## src/rtl/io_out_fifo_if.sv

```systemverilog
// Handshake bundle between the core OUT path, the output FIFO and io_data_out.
// slave  : the FIFO's view (takes core pushes, drives the io_data_out request).
// master : the surrounding environment's view (core + io_data_out).
interface io_out_fifo_if #(
  parameter int DATA_W = 8
);
  logic              core_out_req;
  logic [DATA_W-1:0] core_out_data;
  logic              core_out_busy;
  logic              out_req;
  logic [DATA_W-1:0] out_data;
  logic              out_busy;

  modport slave (
    input  core_out_req, core_out_data, out_busy,
    output core_out_busy, out_req, out_data
  );

  modport master (
    output core_out_req, core_out_data, out_busy,
    input  core_out_busy, out_req, out_data
  );
endinterface

```

## src/rtl/io_out_fifo.sv

```systemverilog
// Output FIFO between the core OUT path and io_data_out.
// Core pushes land in a register array; a 2-state FSM replays them one word
// at a time as single-cycle out_req pulses, waiting for out_busy to drop.
module io_out_fifo #(
  parameter int DEPTH_LOG2 = 4,
  parameter int DATA_W     = 8
) (
  input  logic                  clk,
  input  logic                  rstn,
  io_out_fifo_if.slave          bus,
  output logic [DEPTH_LOG2:0]   level,
  output logic                  overflow
);
  localparam int                DEPTH   = 1 << DEPTH_LOG2;
  localparam logic [DEPTH_LOG2:0] DEPTH_L = (DEPTH_LOG2+1)'(DEPTH);
  localparam logic [DEPTH_LOG2:0] ONE_L   = (DEPTH_LOG2+1)'(1);

  typedef enum logic {IDLE, REQ} state_t;

  state_t                  state, state_nxt;
  logic [DATA_W-1:0]       mem [DEPTH];
  logic [DEPTH_LOG2-1:0]   rd_ptr, wr_ptr;
  logic                    full_q;
  logic                    push, drop, pop;
  logic [DEPTH_LOG2:0]     level_nxt;

  // Full flag is a register so core_out_busy never depends on core_out_req.
  assign bus.core_out_busy = full_q;

  // Push/drop qualification, FSM next state and pop decision.
  always_comb begin
    push      = bus.core_out_req && !full_q;
    drop      = bus.core_out_req && full_q;
    pop       = 1'b0;
    state_nxt = state;
    case (state)
      IDLE: if (level != '0 && !bus.out_busy) begin
        pop       = 1'b1;
        state_nxt = REQ;
      end
      // out_busy reads high from our own request here, so it is not consulted.
      REQ:  state_nxt = IDLE;
      default: state_nxt = IDLE;
    endcase
  end

  // Occupancy: simultaneous push and pop cancel out.
  always_comb begin
    level_nxt = level;
    case ({push, pop})
      2'b10:   level_nxt = level + ONE_L;
      2'b01:   level_nxt = level - ONE_L;
      default: level_nxt = level;
    endcase
  end

  // Storage array; contents need no reset since the pointers gate visibility.
  always_ff @(posedge clk) begin
    if (push) mem[wr_ptr] <= bus.core_out_data;
  end

  // Pointers, occupancy, flags, FSM state and the registered request pulse.
  always_ff @(posedge clk) begin
    if (!rstn) begin
      state        <= IDLE;
      rd_ptr       <= '0;
      wr_ptr       <= '0;
      level        <= '0;
      full_q       <= 1'b0;
      overflow     <= 1'b0;
      bus.out_req  <= 1'b0;
      bus.out_data <= '0;
    end else begin
      state       <= state_nxt;
      level       <= level_nxt;
      full_q      <= (level_nxt == DEPTH_L);
      bus.out_req <= pop;
      if (push) wr_ptr <= wr_ptr + 1'b1;
      if (drop) overflow <= 1'b1;
      if (pop) begin
        bus.out_data <= mem[rd_ptr];
        rd_ptr       <= rd_ptr + 1'b1;
      end
    end
  end
endmodule

```

## src/flat_wrapper.sv

```systemverilog
// flat-port wrapper written by rule: the top's interface ports become plain ports
module io_out_fifo_flat 
#(
  parameter int DEPTH_LOG2 = 4,
  parameter int DATA_W     = 8
)
  (clk, rstn, level, overflow, bus_core_out_req, bus_core_out_data, bus_out_busy, bus_core_out_busy, bus_out_req, bus_out_data);
  io_out_fifo_if #(.DATA_W(DATA_W)) bus_i ();
  input  logic clk;
  input  logic rstn;
  output logic [DEPTH_LOG2:0] level;
  output logic overflow;
  input wire logic [$bits(bus_i.core_out_req)-1:0] bus_core_out_req;
  input wire logic [$bits(bus_i.core_out_data)-1:0] bus_core_out_data;
  input wire logic [$bits(bus_i.out_busy)-1:0] bus_out_busy;
  output wire logic [$bits(bus_i.core_out_busy)-1:0] bus_core_out_busy;
  output wire logic [$bits(bus_i.out_req)-1:0] bus_out_req;
  output wire logic [$bits(bus_i.out_data)-1:0] bus_out_data;
  assign bus_i.core_out_req = bus_core_out_req;
  assign bus_i.core_out_data = bus_core_out_data;
  assign bus_i.out_busy = bus_out_busy;
  assign bus_core_out_busy = bus_i.core_out_busy;
  assign bus_out_req = bus_i.out_req;
  assign bus_out_data = bus_i.out_data;
  io_out_fifo #(.DEPTH_LOG2(DEPTH_LOG2), .DATA_W(DATA_W)) u_core (.clk(clk), .rstn(rstn), .bus(bus_i), .level(level), .overflow(overflow));
endmodule
```

## config.mk

```make
export PLATFORM = sky130hd
export DESIGN_NAME = io_out_fifo_flat
export DESIGN_NICKNAME = d
export VERILOG_FILES = /design/src/rtl/io_out_fifo_if.sv /design/src/rtl/io_out_fifo.sv /design/src/flat_wrapper.sv
export SDC_FILE = /design/constraint.sdc
export NUM_CORES = 1
export LEC_CHECK = 0
export BUFFER_PORTS_ARGS = -buffer_cell sky130_fd_sc_hd__buf_2
export CAP_MARGIN = 20
export CORE_MARGIN = 5
export CORE_UTILIZATION = 43
export CTS_CLUSTER_SIZE = 8
export DETAILED_ROUTE_END_ITERATION = 10
export HOLD_SLACK_MARGIN = 0.1
export PLACE_DENSITY = 0.66
export SYNTH_ARGS = -nofsm -noshare
export SYNTH_HDL_FRONTEND = slang
export SYNTH_SLANG_ARGS = --single-unit
```

## constraint.sdc

```tcl
create_clock -name clk -period 2.7 [get_ports clk]
set_clock_uncertainty 0.05 [all_clocks]
set_input_delay 0.135 -clock clk [delete_from_list [all_inputs] [get_ports clk]]
set_output_delay 0.135 -clock clk [all_outputs]
set_load 0.01 [all_outputs]
```

==> run_results.csv <==
group,metric,value,unit
floorplan,io_pins,28,
global_route,grt_pass1_wl,18500,um
cells_and_area,fillers,1155,
routing,wirelength,11900,um
synth,synth.distinct_cells,49,
cells_and_area,area_delta_synth_final,16.9,%
cells_and_area,antennaDiodeCount,0,
synth,syn-cell-area,0.00630,sq mm
setup_path,worstPathArrival,2.71,ns
synth,synth_cells,341,
timing,rsz0062_at_grt,"no",
global_route,grt_usage,0.150,
hold_path,hold_class,"input port to register",
placed_design,post-place-ws,0.302,ns
global_route,grt_overflow,0,
floorplan,core-area,0.0145,sq mm
synth,ys_seq_area_frac,0.686,
synth,yosys_most_used_dff,"edfxtp_1",
timing,fin_ws,0.262,ns
timing,min_period,2.44,ns
routing,dr_wl_met3,731,um
clocking,path_clk_slew,0.06,ns
cells_and_area,final_nets,414,
cells_and_area,seq_area,0.00433,sq mm
floorplan,initial_core_util,0.435,
synth,synth_enable_flop_cells,128,
flow_run,drv_cap,0,
cells_and_area,multiInputGateArea,0.00177,sq mm
clocking,cts_tree,"built",
clocking,ctsResizeCount,0,
timing,setup_viol,0,
cells_and_area,drive_above_1_share,0.248,
placed_design,gp_congestion,0.735,
routing,highest_layer,"met4",
routing,post_drt_via_cell_ratio,5.42,
timing,max_slew_margin,0.505,
global_route,antenna_found_initial,0,
setup_path,crit_path_end_kind,"register",
setup_path,cp.required,2.97,ns
timing,finalHoldViolCount,0,
timing,fmax,410,MHz
floorplan,num_rows,44,
routing,wl_met2,5720,um
routing,drt-met1-wl,5200,um
timing,fin_setup_tns,0,ns
routing,vias,3206,
setup_path,r2r_slack,0.31,ns
status,status,"completed",
pwr,p_leak,2.55,nW
routing,drc,0,
clocking,cts_max_path_buffers,2,
routing,drtIter0Drc,279,
pwr,irDropWorstVdd,0.446,mV
clocking,cts_setup_buffers,0,
timing,drv_slew,0,
synth,avgSynthCellArea,18.5,sq um
clocking,root_buffer,"clkbuf_16",
routing,ant_nets,0,
synth,async_flop_share,0,
clocking,htree_levels,4,
clocking,insertion_delay,0.42,ns
floorplan,die_x,131,um
synth,synth_warnings,0,
pwr,p_per_area,883,mW/mm^2
timing,fin_crit_sh,0.903,
setup_path,start_kind,"input port",
synth,syn_nets,360,
placed_design,portBuffers,27,
global_route,grt_pass1_vias,3295,
floorplan,die-area,0.0172,sq mm
clocking,cts_sinks,152,
floorplan,die_h,131,um
setup_path,cp_max_fo,9,
setup_path,critical_path_class,"input port to register",
routing,first_pass_iters,4,
placed_design,dp_hpwl,7520,um
routing,wl_per_cell,20.0,um
synth,synth_seq_cells,152,
global_route,grt_max_degree,36,
timing,worstMarginPinSlew,0.739,ns
clocking,cts_made_buffers,17,
==> state kept, by name, summed over array words and instances (netlist names) <==
signal and count:
u_core.bus.core_out_busy 1, u_core.bus.out_data 8, u_core.level 5, u_core.mem 128
u_core.overflow 1, u_core.rd_ptr 4, u_core.state 1, u_core.wr_ptr 4
==> through the flow <==
stage	power, mW	hold slack, ns	cells	utilization	area (sq um)
after floorplan	3.81	0.184	341	-	6300
after global placement	4.04	0.351	551	0.459	6640
after detailed placement	4.07	0.365	551	0.459	6640
after CTS	6.56	0.120	592	0.509	7360
after global routing	6.79	0.155	592	0.509	7360
final	6.50	0.135	592	0.509	7360
==> path summary, 6_finish.rpt <==
kind	depth (start not counted)	from	endpoint
worst min-delay path	2	rstn	u_core.wr_ptr[1]
worst max register to register	10	u_core.bus.core_out_busy	u_core.bus.core_out_busy
worst max-delay path	12	bus_core_out_req	u_core.bus.core_out_busy
worst min register to register	2	u_core.bus.out_data[0]	u_core.bus.out_data[0]
==> metal layers <==
metal / up-vias / track usage
met4: 0 / 0.0653
met5: - / 0
met3: 17 / 0.0415
li1: 1486 / -
met2: 95 / 0.235
met1: 1608 / 0.198
==> synthesized netlist by cell type (3+ instances only) <==
library cell    n  area share
inv_1           4      0.0024
ha_1            7       0.014
mux2i_1         3      0.0048
clkbuf_8        4      0.0087
edfxtp_1      128        0.61
nor2b_1         5      0.0050
a21o_1          3      0.0036
o22ai_1         8      0.0079
nor3_1          4      0.0032
a22o_1          8       0.011
mux4_2          7       0.025
nand2_1        20       0.012
nor2_1         17       0.010
a21oi_1         4      0.0032
clkbuf_1        4      0.0024
nand2b_1        3      0.0030
dfxtp_1        24       0.076
and2_1          9      0.0089
xnor2_1         6      0.0083
buf_6           6       0.011
mux4_1         25        0.10
xor2_1          3      0.0042
a221oi_1        7      0.0097
==> layout by cell type (no fill, tap or decap), types with 3 or more instances in the layout <==
cell type	count
mux4_1	25
and2_1	9
bufinv_16	4
a21oi_1	4
nor2_1	17
ha_1	7
inv_1	4
buf_4	17
mux4_2	7
clkinv_4	4
nor2b_1	5
xnor2_1	6
a21o_1	3
a221oi_1	7
dfxtp_1	23
inv_6	3
dlygate4sd3_1	9
xor2_1	3
clkbuf_16	17
o22ai_1	8
nand2_1	20
mux2i_1	3
a22o_1	8
nand2b_1	3
buf_2	27
nor3_1	4
edfxtp_1	128
==> repair_timing <==
action	CTS	global route
endpoints found under the setup margin	0	0
hold buffers	9	0
endpoints found under the hold margin	129	0
==> final cells by class <==
class | count | share of cell area
Clock buffer | 20 | 0.0607
Clock inverter | 12 | 0.0257
Sequential cell | 152 | 0.587
Tap cell | 184 | 0.0313
Timing Repair Buffer | 55 | 0.0533
Multi-Input combinational cell | 165 | 0.240
Inverter | 4 | 0.00204
==> worst max-delay path, cell delays in order <==
cell	delay (ns)
dlygate4sd3_1	0.54
buf_2	0.13
nor2b_4	0.16
nor3_4	0.32
nand2_1	0.12
xnor2_1	0.15
ha_1	0.23
a21o_1	0.13
a22oi_1	0.07
a311oi_2	0.29
mux2i_1	0.24
nor4b_4	0.20
==> report_power, final <==
part	switching, mW	leakage, nW	internal (mW)
registers	0.0996	1.35	2.66
clock network	0.900	0.306	1.59
logic	0.639	0.889	0.613
total	1.64	2.55	4.86
==> cells by family after synthesis <==
| group | share of synthesized area |
|---|---|
| flops | 0.686 |
| buf+inv | 0.0334 |
| simple gates | 0.0632 |
| fa+ha+maj | 0.0139 |
| compound gates | 0.0530 |
| xor+xnor | 0.0125 |
| mux | 0.138 |
Note: power is estimated with default switching activity, not from simulation.
